`config.mk`:
```
export PLATFORM = sky130hd
export DESIGN_NAME = game_ctrl_fsm
export DESIGN_NICKNAME = d
export VERILOG_FILES = /design/src/rtl/game_ctrl_fsm.sv
export SDC_FILE = /design/constraint.sdc
export NUM_CORES = 1
export LEC_CHECK = 0
export ABC_CLOCK_PERIOD_IN_PS = 4200
export CAP_MARGIN = 20
export CORE_AREA = 4 4 89 91
export CTS_BUF_LIST = sky130_fd_sc_hd__clkbuf_2
export DETAILED_ROUTE_END_ITERATION = 8
export DIE_AREA = 0 0 93 95
export GPL_TIMING_DRIVEN = 0
export PLACE_DENSITY = 0.81
export REMOVE_ABC_BUFFERS = 1
export SLEW_MARGIN = 20
export SYNTH_ARGS = -nofsm -noshare
export SYNTH_HDL_FRONTEND = slang
export SYNTH_SLANG_ARGS = --single-unit
```
`constraint.sdc`:
```
create_clock -name clk -period 4.2 [get_ports clk]
set_input_delay 0.42 -clock clk [delete_from_list [all_inputs] [get_ports clk]]
set_output_delay 0.42 -clock clk [all_outputs]
set_load 0.05 [all_outputs]
```
`src/rtl/game_ctrl_fsm.sv`:
```
// ============================================================================
// Module   : game_ctrl_fsm
// Brief    : Game sequencer (IDLE/PLAY/DYING/OVER), tube-pass scoring and
//            session best score; all outputs registered.
// Revision : 1.0 - initial release
// ============================================================================
`default_nettype none

module game_ctrl_fsm #(
    parameter int BIRD_X       = 180,
    parameter int BIRD_HALF    = 15,
    parameter int TUBE_HALF    = 30,
    parameter int DEATH_FRAMES = 30,
    parameter int HOLDOFF      = 60,
    parameter int SCORE_W      = 8
) (
    input  logic               clk,
    input  logic               clr,
    input  logic               frame_tick,
    input  logic               flap,
    input  logic               crash,
    input  logic [9:0]         tube1_x_pos,
    input  logic [9:0]         tube2_x_pos,
    input  logic [9:0]         tube3_x_pos,
    output logic [1:0]         state,
    output logic               run_en,
    output logic               fall_only,
    output logic               flap_pulse,
    output logic               world_rst,
    output logic [SCORE_W-1:0] score,
    output logic [SCORE_W-1:0] best,
    output logic               game_over
);

    localparam logic [1:0] c_st_idle  = 2'b00;
    localparam logic [1:0] c_st_play  = 2'b01;
    localparam logic [1:0] c_st_dying = 2'b10;
    localparam logic [1:0] c_st_over  = 2'b11;

    localparam int CNT_MAX = (DEATH_FRAMES > HOLDOFF) ? DEATH_FRAMES : HOLDOFF;
    localparam int CNT_W   = $clog2(CNT_MAX + 1);

    localparam logic [CNT_W-1:0] c_death_load   = CNT_W'(DEATH_FRAMES - 1);
    localparam logic [CNT_W-1:0] c_holdoff_load = CNT_W'(HOLDOFF - 1);
    localparam logic [10:0]      c_line         = 11'(BIRD_X - BIRD_HALF);

    logic [1:0]         r_state;
    logic               r_flap_q;
    logic               r_run_en;
    logic               r_fall_only;
    logic               r_flap_pulse;
    logic               r_world_rst;
    logic               r_game_over;
    logic [SCORE_W-1:0] r_score;
    logic [SCORE_W-1:0] r_best;
    logic [CNT_W-1:0]   r_cnt;
    logic [10:0]        r_prev_right [3];

    logic [9:0]         w_x     [3];
    logic [10:0]        w_right [3];
    logic [2:0]         w_pass;
    logic [1:0]         w_pass_cnt;
    logic [SCORE_W:0]   w_score_sum;
    logic [SCORE_W-1:0] w_score_sat;
    logic [SCORE_W-1:0] w_best_next;
    logic               w_edge;

    assign w_x[0] = tube1_x_pos;
    assign w_x[1] = tube2_x_pos;
    assign w_x[2] = tube3_x_pos;

    // A pass is the tube's right edge moving from at/right of the bird's left
    // edge to strictly left of it; a wrap moves right and can never match.
    generate
        for (genvar i = 0; i < 3; i++) begin : g_tube
            assign w_right[i] = {1'b0, w_x[i]} + 11'(TUBE_HALF);
            assign w_pass[i]  = (r_prev_right[i] >= c_line) && (w_right[i] < c_line);
        end
    endgenerate

    assign w_pass_cnt  = {1'b0, w_pass[0]} + {1'b0, w_pass[1]} + {1'b0, w_pass[2]};
    assign w_score_sum = {1'b0, r_score} + (SCORE_W + 1)'(w_pass_cnt);
    assign w_score_sat = w_score_sum[SCORE_W] ? {SCORE_W{1'b1}} : w_score_sum[SCORE_W-1:0];
    assign w_best_next = (r_score > r_best) ? r_score : r_best;
    assign w_edge      = flap & ~r_flap_q;

    always_ff @(posedge clk) begin
        if (clr) begin
            r_state      <= c_st_idle;
            r_flap_q     <= 1'b1;
            r_run_en     <= 1'b0;
            r_fall_only  <= 1'b0;
            r_flap_pulse <= 1'b0;
            r_world_rst  <= 1'b1;
            r_game_over  <= 1'b0;
            r_score      <= '0;
            r_best       <= '0;
            r_cnt        <= '0;
            for (int i = 0; i < 3; i++) r_prev_right[i] <= '0;
        end else begin
            r_flap_q     <= flap;
            r_flap_pulse <= 1'b0;
            r_world_rst  <= 1'b0;
            case (r_state)
                c_st_idle: begin
                    if (w_edge) begin
                        r_state  <= c_st_play;
                        r_run_en <= 1'b1;
                        r_score  <= '0;
                        for (int i = 0; i < 3; i++) r_prev_right[i] <= w_right[i];
                    end
                end
                c_st_play: begin
                    if (crash) begin
                        r_state     <= c_st_dying;
                        r_run_en    <= 1'b0;
                        r_fall_only <= 1'b1;
                        r_cnt       <= c_death_load;
                    end else begin
                        r_flap_pulse <= w_edge;
                        if (frame_tick) begin
                            r_score <= w_score_sat;
                            for (int i = 0; i < 3; i++) r_prev_right[i] <= w_right[i];
                        end
                    end
                end
                c_st_dying: begin
                    if (frame_tick) begin
                        if (r_cnt == '0) begin
                            r_state     <= c_st_over;
                            r_fall_only <= 1'b0;
                            r_game_over <= 1'b1;
                            r_cnt       <= c_holdoff_load;
                            r_best      <= w_best_next;
                        end else begin
                            r_cnt <= r_cnt - CNT_W'(1);
                        end
                    end
                end
                c_st_over: begin
                    // Edges during holdoff are dropped, not remembered.
                    if (w_edge && (r_cnt == '0)) begin
                        r_state     <= c_st_idle;
                        r_game_over <= 1'b0;
                        r_world_rst <= 1'b1;
                    end else if (frame_tick && (r_cnt != '0)) begin
                        r_cnt <= r_cnt - CNT_W'(1);
                    end
                end
            endcase
        end
    end

    assign state      = r_state;
    assign run_en     = r_run_en;
    assign fall_only  = r_fall_only;
    assign flap_pulse = r_flap_pulse;
    assign world_rst  = r_world_rst;
    assign score      = r_score;
    assign best       = r_best;
    assign game_over  = r_game_over;

endmodule

`default_nettype wire

```
==> reports/results.tsv <==
metric	value	unit
critPathMaxFanout	7	
cts_resized	0	
muxShareOfSynthArea	1.29	%
critPathArrivalTime	4.21	ns
p_leak	0.00175	uW
overflow	0	
start_kind	input port	
start_util	54.6	%
fin_setup_tns	0	ns
dp_hpwl	6220	um
rrSetupSlack	1.22	ns
num-fill-cells	605	
crit_buf_inv	2	
timing.rr.end	score[2]	
critical-path-top-delay-family	simple AND/OR/NAND/NOR gates	
setup_viol	0	
insertion_delay	0.48	ns
cts_buffer_depth	2	
synth_edf_count	33	
ys_types	58	
die_x	93	um
n_antenna_cell	0	
dr.pass1.iters	5	
cp.required	4.60	ns
io_buffers	57	
final_net_count	546	
grt_pass1_wl	14600	um
rows	31	
grt_max_degree	34	
min_from	fall_only	
p_per_area	426	nW/um2
antenna_found_initial	0	
hold_viol_final	0	
slew_violations	0	
period_minus_slack	3.81	ns
vdd_drop_max	0.445	mV
gr-usage-all-layers	20.2	%
grt_pass1_vias	3184	
yosysTopAreaCellShare	25.4	%
finalPower	2000	uW
synth_adder_area_share	8.42	%
clock-sinks	63	
synth_top_family_by_area	simple AND/OR/NAND/NOR gates	
h-tree-depth	3	
totalWireLength	8670	um
yosysWarnings	0	
wl_per_cell	14.7	um
ys.flop_type	edfxtp_1	
yosysTopAreaCell	edfxtp_1	
synth_compound_area_share	18.6	%
whs	0.492	ns
drv_cap	0	
syn_avg_cell_area	8.97	um2
synth-xor-area-share	4.27	%
synth_area	3890	um2
ant_nets	0	
ys_seq_area_share	40.9	%
slowest_delay	0.65	ns
synth_cells	434	
gp_congestion	0.869	
die_y	95	um
cts-hold-fix-buffers	0	
final_cells	590	
cts_root_buf	clkbuf_2	
dieArea	8840	um2
worstMarginPinSlew	0.965	ns
drive_gt1_share	6.11	%
status	complete, no violations	
min_to	fall_only	
path_common_cell	fa_1	
async_reset_ff_share	0	%
crit_path_top_delay_cell	or4_1	
num_vias	3494	
drc	0	
cts_made_buffers	9	
dp_cells	574	
critPathCaptureType	flip-flop	
synth_simple_gate_area_share	22.0	%
cts_setup_buffers	0	
fmax	262	MHz
rr_worst_depth	12	
skew	0.0274	ns
path_class	input port to flip-flop	
rsz0062_at_grt	false	
final_util	65.7	%
yosys_register_bits	63	
r2r-start	r_prev_right[0][6]	
crit_chain	clkdlybuf4s50_1 -> or4_1 -> nand4_1 -> mux2i_1 -> o41ai_1 -> or3_1 -> fa_1 -> inv_1 -> ha_1 -> fa_1 -> nand2_1 -> nor2_1 -> and4b_1 -> nor3_1	
hold_path.class	flip-flop to flip-flop	
ioPinCount	58	
hold_depth	2	
area_growth_syn_to_layout	20.5	%
viasPerCell	5.92	
slew_headroom	35.5	%
period_share	90.7	%
dr.first_iter.drc_count	191	
cts_tree	done	
clkSlewWorstSetupHoldPaths	0.17	ns
synth.area.top_cells	edfxtp_1, dfxtp_1, ha_1	
core	7140	um2
sequential cells by signal, indices dropped and copies added (netlist names):
register and count:
world_rst 1, r_cnt 6, flap_pulse 1, run_en 1, state 2, game_over 1
r_prev_right 33, score 8, best 8, r_flap_q 1, fall_only 1
metal layers:
metal	global-route usage [%]	wire length (um)
met2	32.3	4150
met3	3.51	387
met1	27.4	3990
met4	8.06	149
met5	0	0
worst max path at each step:
stage,start,to,slack [ns],depth (start not counted)
5_1_grt,tube1_x_pos[1],score[2],0.11,16
3_5_place_dp,tube1_x_pos[4],score[1],-0.12,14
3_3_place_gp,tube1_x_pos[4],score[4],-0.09,14
6_report,tube1_x_pos[4],score[4],0.39,14
4_1_cts,tube1_x_pos[4],score[0],0.41,14
2_1_floorplan,tube1_x_pos[4],score[4],0.70,13
power by group:
| part | internal [uW] | switching, uW | total [uW] |
|---|---|---|---|
| clock | 259 | 233 | 491 |
| sequential | 745 | 50.6 | 796 |
| combinational | 264 | 447 | 711 |
| total | 1270 | 730 | 2000 |
Yosys cell counts (3+ instances only):
master,n
nor3_1,14
or4_1,4
a21oi_1,32
nand4_1,10
xnor2_1,13
ha_1,23
o31ai_1,3
nor2b_1,5
xor2_1,6
o21ai_0,23
dfxtp_1,30
and3_1,5
edfxtp_1,33
nand3_1,18
o41ai_1,3
inv_1,28
nand2b_1,4
nor3b_1,3
a211oi_1,6
clkbuf_1,13
nand2_1,38
nor4_1,4
o2111ai_1,8
nor4b_1,4
or3_1,3
mux2i_1,5
nor2_1,47
o211ai_1,4
o32a_1,6
placed cells by master (no fill, tap or decap), drive strengths merged, types with 4 or more instances in the layout:
cell,instances
nand3,18
nor2,47
mux2i,5
nor3,15
or3,4
xor2,6
ha,23
nor4,4
o32a,7
a211oi,6
xnor2,13
dfxtp,30
clkbuf,9
inv,29
nor4b,4
or4,4
nand2,38
nor2b,5
o2111ai,9
nand2b,4
edfxtp,33
o21ai,24
clkdlybuf4s50,57
nand4,10
and3,5
o211ai,4
a21oi,33
through the flow:
| step | cell area, um2 | worst slack (ns) |
|---|---|---|
| floorplan | 3820 | 0.697 |
| global placement | 4520 | -0.0870 |
| detailed placement | 4520 | -0.117 |
| CTS | 4690 | 0.409 |
| global route | 4690 | 0.109 |
| finish | 4690 | 0.389 |
cell families after synthesis:
| kind of cell | count (synthesis) |
|---|---|
| fa+ha+maj | 25 |
| simple gates | 170 |
| xor+xnor | 19 |
| mux | 5 |
| flops | 63 |
| compound gates | 108 |
| buf+inv | 44 |
area by class of cell:
type | instances | area (um2) | share of cell area [%]
Sequential cell | 63 | 1590 | 33.9
Clock buffer | 9 | 45.0 | 0.960
Clock inverter | 7 | 120 | 2.56
Timing Repair Buffer | 57 | 571 | 12.2
Multi-Input combinational cell | 327 | 2140 | 45.5
Inverter | 28 | 105 | 2.24
Tap cell | 99 | 124 | 2.64
tightest hold or removal path, cell delays in order, from the launching register on:
cell and delay, ns:
dfxtp_1 0.36, o41ai_1 0.06, a21oi_1 0.05
No activity file was read; power rests on OpenSTA's default activity.
